<file path="config.mk">
export PLATFORM = sky130hd
export DESIGN_NAME = fifo_burst_drain_flat
export DESIGN_NICKNAME = d
export VERILOG_FILES = /design/src/rtl/fifo_burst_drain_if.sv /design/src/rtl/fifo_burst_drain.sv /design/src/flat_wrapper.sv
export SDC_FILE = /design/constraint.sdc
export NUM_CORES = 1
export LEC_CHECK = 0
export BUFFER_PORTS_ARGS = -buffer_cell sky130_fd_sc_hd__buf_4
export CORE_MARGIN = 1.5
export CORE_UTILIZATION = 50
export DETAILED_ROUTE_END_ITERATION = 6
export PLACE_DENSITY = 0.68
export SYNTH_ARGS = -nofsm -noshare
export SYNTH_HDL_FRONTEND = slang
export SYNTH_SLANG_ARGS = --single-unit
</file>
<file path="constraint.sdc">
create_clock -name clk -period 3 [get_ports clk]
set_clock_uncertainty 0.2 [all_clocks]
set_input_delay 0.15 -clock clk [delete_from_list [all_inputs] [get_ports clk]]
set_output_delay 0.15 -clock clk [all_outputs]
set_load 0.02 [all_outputs]
</file>
<file path="src/rtl/fifo_burst_drain_if.sv">
// rtl/fifo_burst_drain_if.sv - FIFO read port, byte stream and status bundle for fifo_burst_drain
interface fifo_burst_drain_if #(
  parameter int DATA_WIDTH = 8
);
  logic                  fifo_rd_en;
  logic [DATA_WIDTH-1:0] fifo_rd_DATA;
  logic                  fifo_rd_empty;
  logic                  fifo_rd_almost_empty;
  logic [DATA_WIDTH-1:0] tx_DATA;
  logic                  tx_valid;
  logic                  tx_ready;
  logic                  busy;

  modport master (
    output fifo_rd_en,
    input  fifo_rd_DATA,
    input  fifo_rd_empty,
    input  fifo_rd_almost_empty,
    output tx_DATA,
    output tx_valid,
    input  tx_ready,
    output busy
  );

  modport slave (
    input  fifo_rd_en,
    output fifo_rd_DATA,
    output fifo_rd_empty,
    output fifo_rd_almost_empty,
    input  tx_DATA,
    input  tx_valid,
    output tx_ready,
    input  busy
  );
endinterface

</file>
<file path="src/rtl/fifo_burst_drain.sv">
// rtl/fifo_burst_drain.sv - burst reader from a 1-cycle-latency FIFO into a valid/ready byte stream
module fifo_burst_drain #(
  parameter int DATA_WIDTH     = 8,
  parameter int BURST_LEN      = 16,
  parameter int TIMEOUT_CYCLES = 1200
) (
  input  logic                clk,
  input  logic                rst,
  fifo_burst_drain_if.master  bus
);
  localparam int TW = $clog2(TIMEOUT_CYCLES + 1);
  localparam int CW = $clog2(BURST_LEN + 1);
  localparam logic [TW-1:0] TIMER_MAX  = TW'(TIMEOUT_CYCLES);
  localparam logic [TW-1:0] TIMER_FIRE = TW'(TIMEOUT_CYCLES - 1);
  localparam logic [CW-1:0] CNT_MAX    = CW'(BURST_LEN);

  typedef enum logic [1:0] {IDLE, BURST, DRAIN} state_t;

  state_t                state_q, state_d;
  logic [TW-1:0]         timer_q, timer_d;
  logic [CW-1:0]         burst_cnt_q, burst_cnt_d;
  logic [1:0]            count_q, count_d;
  logic                  inflight_q, inflight_d;
  logic [DATA_WIDTH-1:0] buf0_q, buf0_d;
  logic [DATA_WIDTH-1:0] buf1_q, buf1_d;
  logic [1:0]            occ;
  logic                  pop;
  logic                  rd_accept;

  // Reserve a buffer slot for every read in flight so a capture always has room.
  always_comb begin
    occ       = count_q + {1'b0, inflight_q};
    pop       = (count_q != 2'd0) && bus.tx_ready;
    rd_accept = (state_q == BURST) && !bus.fifo_rd_empty && (burst_cnt_q < CNT_MAX)
                && ((occ < 2'd2) || pop);
  end

  always_comb begin
    buf0_d     = buf0_q;
    buf1_d     = buf1_q;
    count_d    = count_q;
    inflight_d = rd_accept;
    if (pop && inflight_q) begin
      if (count_q == 2'd1) begin
        buf0_d = bus.fifo_rd_DATA;
      end else begin
        buf0_d = buf1_q;
        buf1_d = bus.fifo_rd_DATA;
      end
    end else if (pop) begin
      buf0_d  = buf1_q;
      count_d = count_q - 2'd1;
    end else if (inflight_q) begin
      if (count_q == 2'd0) begin
        buf0_d = bus.fifo_rd_DATA;
      end else begin
        buf1_d = bus.fifo_rd_DATA;
      end
      count_d = count_q + 2'd1;
    end
  end

  always_comb begin
    state_d     = state_q;
    timer_d     = timer_q;
    burst_cnt_d = burst_cnt_q;
    case (state_q)
      IDLE: begin
        if (bus.fifo_rd_empty) begin
          timer_d = '0;
        end else if (timer_q != TIMER_MAX) begin
          timer_d = timer_q + TW'(1);
        end
        if (!bus.fifo_rd_almost_empty || (!bus.fifo_rd_empty && timer_q == TIMER_FIRE)) begin
          state_d     = BURST;
          timer_d     = '0;
          burst_cnt_d = '0;
        end
      end
      BURST: begin
        if (rd_accept) begin
          burst_cnt_d = burst_cnt_q + CW'(1);
        end
        if (bus.fifo_rd_empty || burst_cnt_d == CNT_MAX) begin
          state_d = DRAIN;
        end
      end
      DRAIN: begin
        if (!inflight_q && count_q == 2'd0) begin
          state_d = IDLE;
        end
      end
      default: state_d = IDLE;
    endcase
  end

  always_ff @(posedge clk) begin
    if (rst) begin
      state_q     <= IDLE;
      timer_q     <= '0;
      burst_cnt_q <= '0;
      count_q     <= 2'd0;
      inflight_q  <= 1'b0;
      buf0_q      <= '0;
      buf1_q      <= '0;
    end else begin
      state_q     <= state_d;
      timer_q     <= timer_d;
      burst_cnt_q <= burst_cnt_d;
      count_q     <= count_d;
      inflight_q  <= inflight_d;
      buf0_q      <= buf0_d;
      buf1_q      <= buf1_d;
    end
  end

  assign bus.fifo_rd_en = rd_accept;
  assign bus.tx_DATA    = buf0_q;
  assign bus.tx_valid   = (count_q != 2'd0);
  assign bus.busy       = (state_q != IDLE) || (count_q != 2'd0);
endmodule

</file>
<file path="src/flat_wrapper.sv">
// flat-port wrapper written by rule: the top's interface ports become plain ports
module fifo_burst_drain_flat 
#(
  parameter int DATA_WIDTH     = 8,
  parameter int BURST_LEN      = 16,
  parameter int TIMEOUT_CYCLES = 1200
)
  (clk, rst, bus_fifo_rd_en, bus_fifo_rd_DATA, bus_fifo_rd_empty, bus_fifo_rd_almost_empty, bus_tx_DATA, bus_tx_valid, bus_tx_ready, bus_busy);
  fifo_burst_drain_if #(.DATA_WIDTH(DATA_WIDTH)) bus_i ();
  input  logic clk;
  input  logic rst;
  output wire logic [$bits(bus_i.fifo_rd_en)-1:0] bus_fifo_rd_en;
  input wire logic [$bits(bus_i.fifo_rd_DATA)-1:0] bus_fifo_rd_DATA;
  input wire logic [$bits(bus_i.fifo_rd_empty)-1:0] bus_fifo_rd_empty;
  input wire logic [$bits(bus_i.fifo_rd_almost_empty)-1:0] bus_fifo_rd_almost_empty;
  output wire logic [$bits(bus_i.tx_DATA)-1:0] bus_tx_DATA;
  output wire logic [$bits(bus_i.tx_valid)-1:0] bus_tx_valid;
  input wire logic [$bits(bus_i.tx_ready)-1:0] bus_tx_ready;
  output wire logic [$bits(bus_i.busy)-1:0] bus_busy;
  assign bus_fifo_rd_en = bus_i.fifo_rd_en;
  assign bus_i.fifo_rd_DATA = bus_fifo_rd_DATA;
  assign bus_i.fifo_rd_empty = bus_fifo_rd_empty;
  assign bus_i.fifo_rd_almost_empty = bus_fifo_rd_almost_empty;
  assign bus_tx_DATA = bus_i.tx_DATA;
  assign bus_tx_valid = bus_i.tx_valid;
  assign bus_i.tx_ready = bus_tx_ready;
  assign bus_busy = bus_i.busy;
  fifo_burst_drain #(.DATA_WIDTH(DATA_WIDTH), .BURST_LEN(BURST_LEN), .TIMEOUT_CYCLES(TIMEOUT_CYCLES)) u_core (.clk(clk), .rst(rst), .bus(bus_i));
endmodule
</file>
**Word level (Yosys, flattened, before mapping)**

Cells that the tools add are included.

- Multiplexer cells: 23
- Equal/unequal tests: 12
- $add $sub $neg: 5
- Reduce and logical (&&, ||, !) cells: 30
- Bitwise gates (word level): 1
- Magnitude comparators: 2

Operators by type and width:

| cell | count |
|---|---|
| $mux 8 | 10 |
| $mux 11 | 3 |
| $mux 5 | 3 |
| $add 11x1->11 const B | 1 |
| $eq 11x11->1 const B | 1 |
| $ne 11x11->1 const B | 1 |
| $mux 2 | 5 |
| $pmux 5 s2 | 1 |
| $reduce_bool 2->1 | 5 |
| $reduce_bool 3->1 | 3 |
| $reduce_and 2->1 | 4 |
| $logic_and 1x1->1 | 7 |
| $ne 2x1->1 const B | 3 |
| $ne 2x2->1 const B | 3 |
| $pmux 2 s3 | 1 |
| $add 5x1->5 const B | 1 |
| $eq 5x5->1 const B | 1 |
| $lt 5x5->1 const B | 1 |
| $eq 2x1->1 const B | 2 |
| $logic_not 2->1 | 2 |
| $logic_or 1x1->1 | 4 |
| $reduce_and 4->1 | 1 |
| $logic_not 1->1 | 3 |
| $reduce_and 3->1 | 1 |
| 6 further kinds | 6 |

- Register bits: 37

**Depth between registers and ports, before layout**

Gate-level depths: netlist (run 1).

- Depth in word-level cells: 10
- Depth in mapped cells: 9
- Mapped depth without buffers: 9

**Worst setup path before layout (run 1)**

OpenSTA, ideal clock, no wires.

- Path kind: reg-to-reg
- Start: register u_core.count_q[0]
- End: register u_core.buf1_q[7]
- Path slack: 0.597 ns
- Arrival time: 2.076 ns
- Period minus slack after synthesis: 2.403 ns
- Cell stages (with the launch flop): 10
- Buffers on the path: 0
- Path through: dfxtp_1 > inv_1 > ha_1 > nand2b_1 > inv_1 > ha_1 > or3_1 > a21oi_2 > mux2i_1 > nor2_1

- Cells in the longest elaborated chain, start to end: 5

RTL lines:

| element | line | RTL |
|---|---|---|
| start, declared | fifo_burst_drain.sv:22 | `logic [1:0] count_q, count_d;` |
| start signal, assigned | fifo_burst_drain.sv:110 | `count_q <= count_d;` |
| $reduce_bool 2->1 | fifo_burst_drain.sv:33 | `pop = (count_q != 2'd0) && bus.tx_ready;` |
| $logic_and 1x1->1 | fifo_burst_drain.sv:33 |  |
| $logic_and 1x1->1 | fifo_burst_drain.sv:43 | `if (pop && inflight_q) begin` |
| $ne 2x2->1 (no source line) (tied with other cells) | -- |  |
| $reduce_and 4->1 (no source line) | -- |  |
| end signal, assigned | fifo_burst_drain.sv:113 | `buf1_q <= buf1_d;` |
| end, declared | fifo_burst_drain.sv:25 | `logic [DATA_WIDTH-1:0] buf1_q, buf1_d;` |

Parallel ways exist; a longest one is shown, timed or not.
A chain may end at the register's enable or synchronous reset.

**Worst setup path after layout (run 1)**

- Start: register u_core.count_q[0]
- End: register u_core.buf1_q[0]

The elaborated chain is that of the path after synthesis.

==> out/metrics.csv, run 1 <==
stage,metric,value,unit
finish,utilization,64.89,%
global_route,grt_pass1_wl,6258,µm
worst_setup_path,cp-end-kind,flop,
synthesis,synth_top_area_share,41.11,%
synthesis,syn-num-nets,216,
worst_setup_path,reg2regPathDepth,9,
sta,hold_ws,0.1338,ns
detailed_routing,via_count,1492,
run_status,outcome,"finished, final reports clean",
clocking,clkTransAtPathRegs,0.10,ns
sta,fin_setup_tns,0,ns
hold_path,min_from,bus_tx_ready,
power_and_ir_drop,p_per_area,660.3,nW/µm²
worst_setup_path,criticalPathCategory,reg2reg,
synthesis,yosysSeqAreaShare,41.11,%
detailed_routing,ant_nets,0,
place,dpl.hpwl,2598,µm
power_and_ir_drop,power_frac_seq,41.1,%
power_and_ir_drop,pwr-share-comb,35.6,%
power_and_ir_drop,power.switching,503.7,µW
sta,final-hold-violation-count,0,
synthesis,synth_flop_cell,dfxtp_1,
detailed_routing,first_iter_violations,65,
worst_setup_path,cp.arrival,2.70,ns
global_route,grt_antenna_before_repair,0,
finish,multi_input_area,1001,µm²
clocking,clk_latency,0.36,ns
worst_setup_path,r2r_start,u_core.count_q[0],
worst_setup_path,r2r_setup_slack,0.33,ns
sta,fin_crit_sh,88.88,%
hold_path,holdPathStages,5,
detailed_routing,post_drt_wl_per_cell,13.30,µm
place,place_area,2017,µm²
detailed_routing,viasPerCell,5.348,
synthesis,synth_cells,196,
sta,tightestPinTransition,1.053,ns
worst_setup_path,cp_num_buf_inv,2,
synthesis,synth_cell_types,43,
synthesis,synth-seq-cells,37,
clocking,htreeDepth,2,
synthesis,synthTopCellsByArea,"dfxtp_1, mux2i_1, nor2_1",
floorplanning,die-area,3973,µm²
synthesis,ys_warn_count,0,
finish,regArea,740.7,µm²
sta,fin_crit,2.667,ns
hold_path,hp-class,in2reg,
sta,rsz0062_at_grt,false,
clocking,cts_sinks,37,
global_route,grt_pass1_vias,1384,
finish,syn_to_final_growth,22.08,%
worst_setup_path,critPathSlowestCell,a21oi_2,
finish,fillers,279,
global_route,grt.total_usage,20.09,%
synthesis,syn-mean-instance-area,9.192,µm²
finish,nets,253,
finish,num_antenna_cells,0,
sta,max_freq,375.0,MHz
sta,final-max-slew-violation-count,0,
hold_path,hold_end,u_core.count_q[1],
floorplanning,rows,21,
power_and_ir_drop,swShare,34.68,%
place,io_buffers,23,
global_route,grt_overflow_total,0,
detailed_routing,drc_errors,0,
sta,slew_headroom,29.35,%
flow_run,cap_violations,0,
detailed_routing,first_pass_iters,4,
worst_setup_path,path_max_fanout,8,
clocking,cts_root_buffer,clkbuf_4,
worst_setup_path,critPathLaunchType,flop,
finish,drive_above_1_share,16.31,%
synthesis,synth_edf_count,0,
synthesis,syn_area,1802,µm²
floorplanning,core-area,3390,µm²
floorplanning,io_pins,24,
power_and_ir_drop,intPower,948.7,µW
worst_setup_path,worstPathRequired,3.04,ns
worst_setup_path,slowest_delay,0.48,ns
worst_setup_path,reg2reg_to,u_core.buf1_q[0],
floorplanning,fp.dieW,63.03,µm
finish,design_area,2200,µm²
floorplanning,start_util,53.16,%
power_and_ir_drop,power.leakage,0.0008749,µW
floorplanning,die_h,63.03,µm
clocking,postCtsSetupBuffers,0,
power_and_ir_drop,vdd_ir_drop_max,0.0004324,V
power_and_ir_drop,clkPwrFrac,23.3,%
clocking,numCtsBuffers,5,
sta,setup_viol,0,
place,finalWeightedCongestion,0.8219,
detailed_routing,wirelength,3712,µm
synthesis,async_flop_share,0,%
synthesis,yosysTopAreaCell,dfxtp_1,
clocking,cts_tree,done,
worst_setup_path,cp_top_family,simple AND/OR/NAND/NOR gates,
clocking,cts_max_path_buffers,2,
global_route,grt_max_degree,30,
worst_setup_path,path_cells,"inv_1, ha_1, nand2b_1, inv_1, ha_1, or3_1, a21oi_2, mux2i_1, nor2_1",
[per-layer routing]
layer  track usage, %  vias to the layer above  wire length (µm)
met5                0                        -                 0
met4            9.167                        0                77
met3            3.964                        7               126
met2            34.57                       30              1856
met1            23.98                      687              1651
li1                 -                      768                 -
[what timing repair did]
action | CTS | global route
endpoints found under the setup margin | 0 | 0
endpoints found under the hold margin | 25 | 0
gates resized for setup | 0 | 0
hold buffers | 11 | 0
[layout by cell type (no fill, tap or decap), types with 3 or more instances in the layout]
cell and count:
dfxtp_1 37, nor2_1 31, buf_4 23, mux2i_1 17, inv_1 12, dlygate4sd3_1 11, nand2_1 10, a211oi_1 10
xor2_1 8, ha_1 7, nand3_1 6, a21oi_1 6, clkbuf_4 5, nand2b_1 4, o21ai_0 3, or3_1 3
nand4_1 3
[registers in the layout, indices dropped and copies added (netlist names)]
name and count:
u_core.buf1_q 8, u_core.burst_cnt_q 5, u_core.bus.tx_DATA 8, u_core.count_q 2
u_core.inflight_q 1, u_core.state_q 2, u_core.timer_q 11
[metrics by stage]
step	instances	total power [µW]	worst slack, ns
floorplan	196	947.5	0.5966
finish	279	1452	0.3335
CTS	279	1462	0.3116
global route	279	1547	0.1258
detailed placement	261	1114	0.3262
global placement	261	1100	0.4476
[cell usage after synthesis (4+ instances only)]
master    instances
dfxtp_1          37
nor2_1           31
mux2i_1          17
inv_1            12
a211oi_1         10
nand2_1          10
xor2_1            8
ha_1              7
a21oi_1           6
nand3_1           6
clkbuf_1          4
nand2b_1          4
[worst register-to-register path, stage by stage (launching register included)]
cell and delay (ns):
dfxtp_1 0.37, inv_1 0.07, ha_1 0.21, nand2b_1 0.23
inv_1 0.09, ha_1 0.24, or3_1 0.33, a21oi_2 0.48
mux2i_1 0.27, nor2_1 0.06
[cell families (layout without fill, tap and decap cells)]
kind of cell    after synthesis  count (layout)  synth area share [%]
compound gates               35              35                 15.56
xor+xnor                     10              10                 4.861
fa+ha+maj                     7               7                 4.861
buf+inv                      16              53                 3.333
flops                        37              37                 41.11
mux                          17              17                 9.444
simple gates                 74              74                 20.83
[layout make-up]
cell class / count / area share (%)
tap: 46 / 2.617
sequential: 37 / 33.67
clock inverter: 2 / 1.593
multi-input combinational: 143 / 45.51
inverter: 12 / 2.048
timing repair buffer: 34 / 12.86
clock buffer: 5 / 1.706
[power groups by stage]
stage	clock network [µW]	logic [µW]	registers [µW]
floorplan	0	298	649
global placement	0	499	601
detailed placement	0	509	606
CTS	344	523	595
global route	370	572	606
finish	339	517	596
[worst max-delay path by stage]
stage	depth (start not counted)	start	end
after floorplan	9	u_core.count_q[0]	u_core.buf1_q[7]
after global placement	9	u_core.count_q[0]	u_core.buf1_q[1]
after detailed placement	9	u_core.count_q[1]	u_core.buf1_q[0]
after CTS	9	u_core.count_q[1]	u_core.buf1_q[0]
after global routing	9	u_core.count_q[1]	u_core.buf1_q[0]
final	9	u_core.count_q[0]	u_core.buf1_q[0]
Note: power is estimated with default switching activity, not from simulation.
==> run 2: changes to the inputs <==
--- a/config.mk
+++ b/config.mk
@@ -5,10 +5,11 @@
 export SDC_FILE = /design/constraint.sdc
 export NUM_CORES = 1
 export LEC_CHECK = 0
-export BUFFER_PORTS_ARGS = -buffer_cell sky130_fd_sc_hd__buf_4
+export BUFFER_PORTS_ARGS = -buffer_cell sky130_fd_sc_hd__buf_2
 export CORE_MARGIN = 1.5
 export CORE_UTILIZATION = 50
 export DETAILED_ROUTE_END_ITERATION = 6
+export GPL_TIMING_DRIVEN = 0
 export PLACE_DENSITY = 0.68
 export SYNTH_ARGS = -nofsm -noshare
 export SYNTH_HDL_FRONTEND = slang
==> run 2 against run 1 <==
  * First-iteration DRC count rose by 4.6%
  * Flip-flop and latch count did not move
  * Clock power rose by 6.5%
  * Sequential power fell by 0.7%
  * Critical path depth did not move
  * Combinational power fell by 6.2%
  * Critical path type unchanged
  * Largest power group unchanged
==> out/metrics.csv, run 2 (same netlist as run 1, synthesis figures left out) <==
stage,metric,value,unit,change
clocking,post_cts_resized,0,,unchanged
global_route,grt_max_degree,12,,-60%
clocking,htreeDepth,2,,unchanged
floorplanning,core-area,3390,µm²,unchanged
power_and_ir_drop,power,1438,µW,-1.0%
global_route,grt_antenna_before_repair,0,,unchanged
clocking,cts_sinks,37,,unchanged
floorplanning,io_pins,24,,unchanged
worst_setup_path,cp.arrival,2.71,ns,about the same
floorplanning,fp.dieW,63.03,µm,unchanged
worst_setup_path,cp-end-kind,flop,,
power_and_ir_drop,power_frac_seq,41.2,%,about the same
finish,largest_reg_flops,11,,unchanged
sta,fin_setup_tns,0,ns,unchanged
sta,rsz0062_at_grt,false,,
power_and_ir_drop,power.leakage,0.0008679,µW,-0.80%
power_and_ir_drop,p_per_area,665.7,nW/µm²,+0.81%
place,io_buffers,23,,unchanged
detailed_routing,post_drt_wl_per_cell,12.96,µm,-2.6%
sta,fin_crit_sh,90.08,%,+1.2 points
clocking,clk_latency,0.33,ns,-0.03 ns
detailed_routing,first_pass_iters,5,,+1
sta,fin_crit,2.702,ns,+0.03589 ns
worst_setup_path,r2r_start,u_core.count_q[1],,
finish,layout_common_cells,"dfxtp_1, nor2_1, buf_2",,
finish,layout_commonest_cell,dfxtp_1,,
finish,num_antenna_cells,0,,unchanged
global_route,grt_pass1_vias,1525,,+10%
power_and_ir_drop,pwr-share-comb,33.7,%,-1.9 points
power_and_ir_drop,intPower,942.5,µW,-0.66%
finish,drive_above_1_share,16.03,%,-0.28 points
worst_setup_path,criticalPathCategory,reg2reg,,
hold_path,min_from,bus_fifo_rd_almost_empty,,
worst_setup_path,critPathLaunchType,flop,,
power_and_ir_drop,swShare,34.44,%,-0.24 points
worst_setup_path,reg2regPathDepth,9,,unchanged
finish,top_register,u_core.timer_q,,
clocking,cts_root_buffer,clkbuf_4,,
detailed_routing,wirelength,3668,µm,-1.2%
floorplanning,start_util,53.16,%,unchanged
clocking,postCtsSetupBuffers,0,,unchanged
clocking,cts_tree,done,,
clocking,cts_max_path_buffers,2,,unchanged
worst_setup_path,r2r_setup_slack,0.30,ns,-0.04 ns
worst_setup_path,reg2reg_to,u_core.buf1_q[0],,
finish,utilization,63.71,%,-1.2 points
global_route,grt.total_usage,20.34,%,+0.25 points
power_and_ir_drop,vdd_ir_drop_max,0.0004643,V,+7.4%
hold_path,hp-class,in2reg,,
detailed_routing,ant_nets,0,,unchanged
finish,nets,256,,+1.2%
power_and_ir_drop,power.switching,495.1,µW,-1.7%
floorplanning,die_h,63.03,µm,unchanged
run_status,outcome,"finished, final reports clean",,
detailed_routing,first_iter_violations,68,,+4.6%
floorplanning,die-area,3973,µm²,unchanged
detailed_routing,via_count,1525,,+2.2%
clocking,numCtsBuffers,5,,unchanged
place,finalWeightedCongestion,0.8096,,-1.5%
finish,syn_to_final_growth,19.86,%,
detailed_routing,drc_errors,0,,unchanged
hold_path,holdPathStages,4,,-1
sta,final-hold-violation-count,0,,unchanged
worst_setup_path,worstPathRequired,3.01,ns,-0.03 ns
place,dpl.hpwl,2706,µm,+4.1%
detailed_routing,viasPerCell,5.389,,+0.77%
global_route,grt_overflow_total,0,,unchanged
sta,slew_headroom,59.20,%,+30 points
global_route,grt_pass1_wl,6403,µm,+2.3%
hold_path,hold_end,u_core.state_q[0],,
sta,max_freq,370.0,MHz,-1.3%
floorplanning,rows,21,,unchanged
sta,setup_viol,0,,unchanged
clocking,clkTransAtPathRegs,0.11,ns,about the same
sta,final-max-slew-violation-count,0,,unchanged
worst_setup_path,path_max_fanout,8,,unchanged
power_and_ir_drop,clkPwrFrac,25.1,%,+1.8 points
flow_run,cap_violations,0,,unchanged
sta,tightestPinTransition,0.6120,ns,-0.4406 ns
-- run 2: stage by stage --
stage               hold WS [ns]  cell area (µm²)  instances  setup slack, ns
floorplan                0.08641             1802        196           0.5966
global placement          0.1991             1974        265           0.3347
detailed placement        0.2103             1974        265           0.3014
CTS                      0.03101             2160        283           0.2689
global route             0.03905             2160        283           0.1080
finish                   0.04110             2160        283           0.2976
-- run 2: power by group through the flow --
stage | Sequential, µW | Clock, µW | Combinational, µW
final | 592 | 361 | 485
after CTS | 592 | 370 | 488
after floorplan | 649 | 0 | 298
after detailed placement | 602 | 0 | 476
after global placement | 601 | 0 | 466
after global routing | 604 | 392 | 539
-- run 2: worst max-delay path by stage --
stage,end,from,depth (start not counted)
2_1_floorplan,u_core.buf1_q[7],u_core.count_q[0],9
3_3_place_gp,u_core.buf1_q[4],u_core.count_q[0],9
3_5_place_dp,u_core.buf1_q[6],u_core.count_q[1],9
4_1_cts,u_core.buf1_q[0],u_core.count_q[1],9
5_1_grt,u_core.buf1_q[4],u_core.count_q[0],9
6_report,u_core.buf1_q[0],u_core.count_q[1],9
-- run 2: critical path: stages (launching register included) --
cell and delay (ns):
dfxtp_1 0.33, inv_1 0.09, ha_1 0.24, nand2b_1 0.24, inv_1 0.09, ha_1 0.24, or3_1 0.34, a21oi_2 0.51
mux2i_1 0.26, nor2_1 0.06
-- run 2: layout make-up --
cell class | instances | area [µm²]
multi-input combinational | 143 | 1001
clock buffer | 7 | 55.05
clock inverter | 1 | 30.03
inverter | 12 | 45.04
sequential | 37 | 740.7
buffer | 4 | 15.01
timing repair buffer | 33 | 215.2
tap | 46 | 57.56
fill | 299 | 1230
-- run 2: metal layers --
| layer | global-route usage [%] | wire [µm] | up-vias |
|---|---|---|---|
| met2 | 37.10 | 1846 | 38 |
| met4 | 7.222 | 41 | 0 |
| met5 | 0 | 0 | - |
| met1 | 21.90 | 1559 | 713 |
| met3 | 6.306 | 220 | 4 |
| li1 | - | - | 770 |
-- run 2: timing repair --
item | 4_1_cts | 5_1_grt
hold endpoints to repair | 27 | 0
endpoints found under the setup margin | 0 | 0
hold buffers | 10 | 0
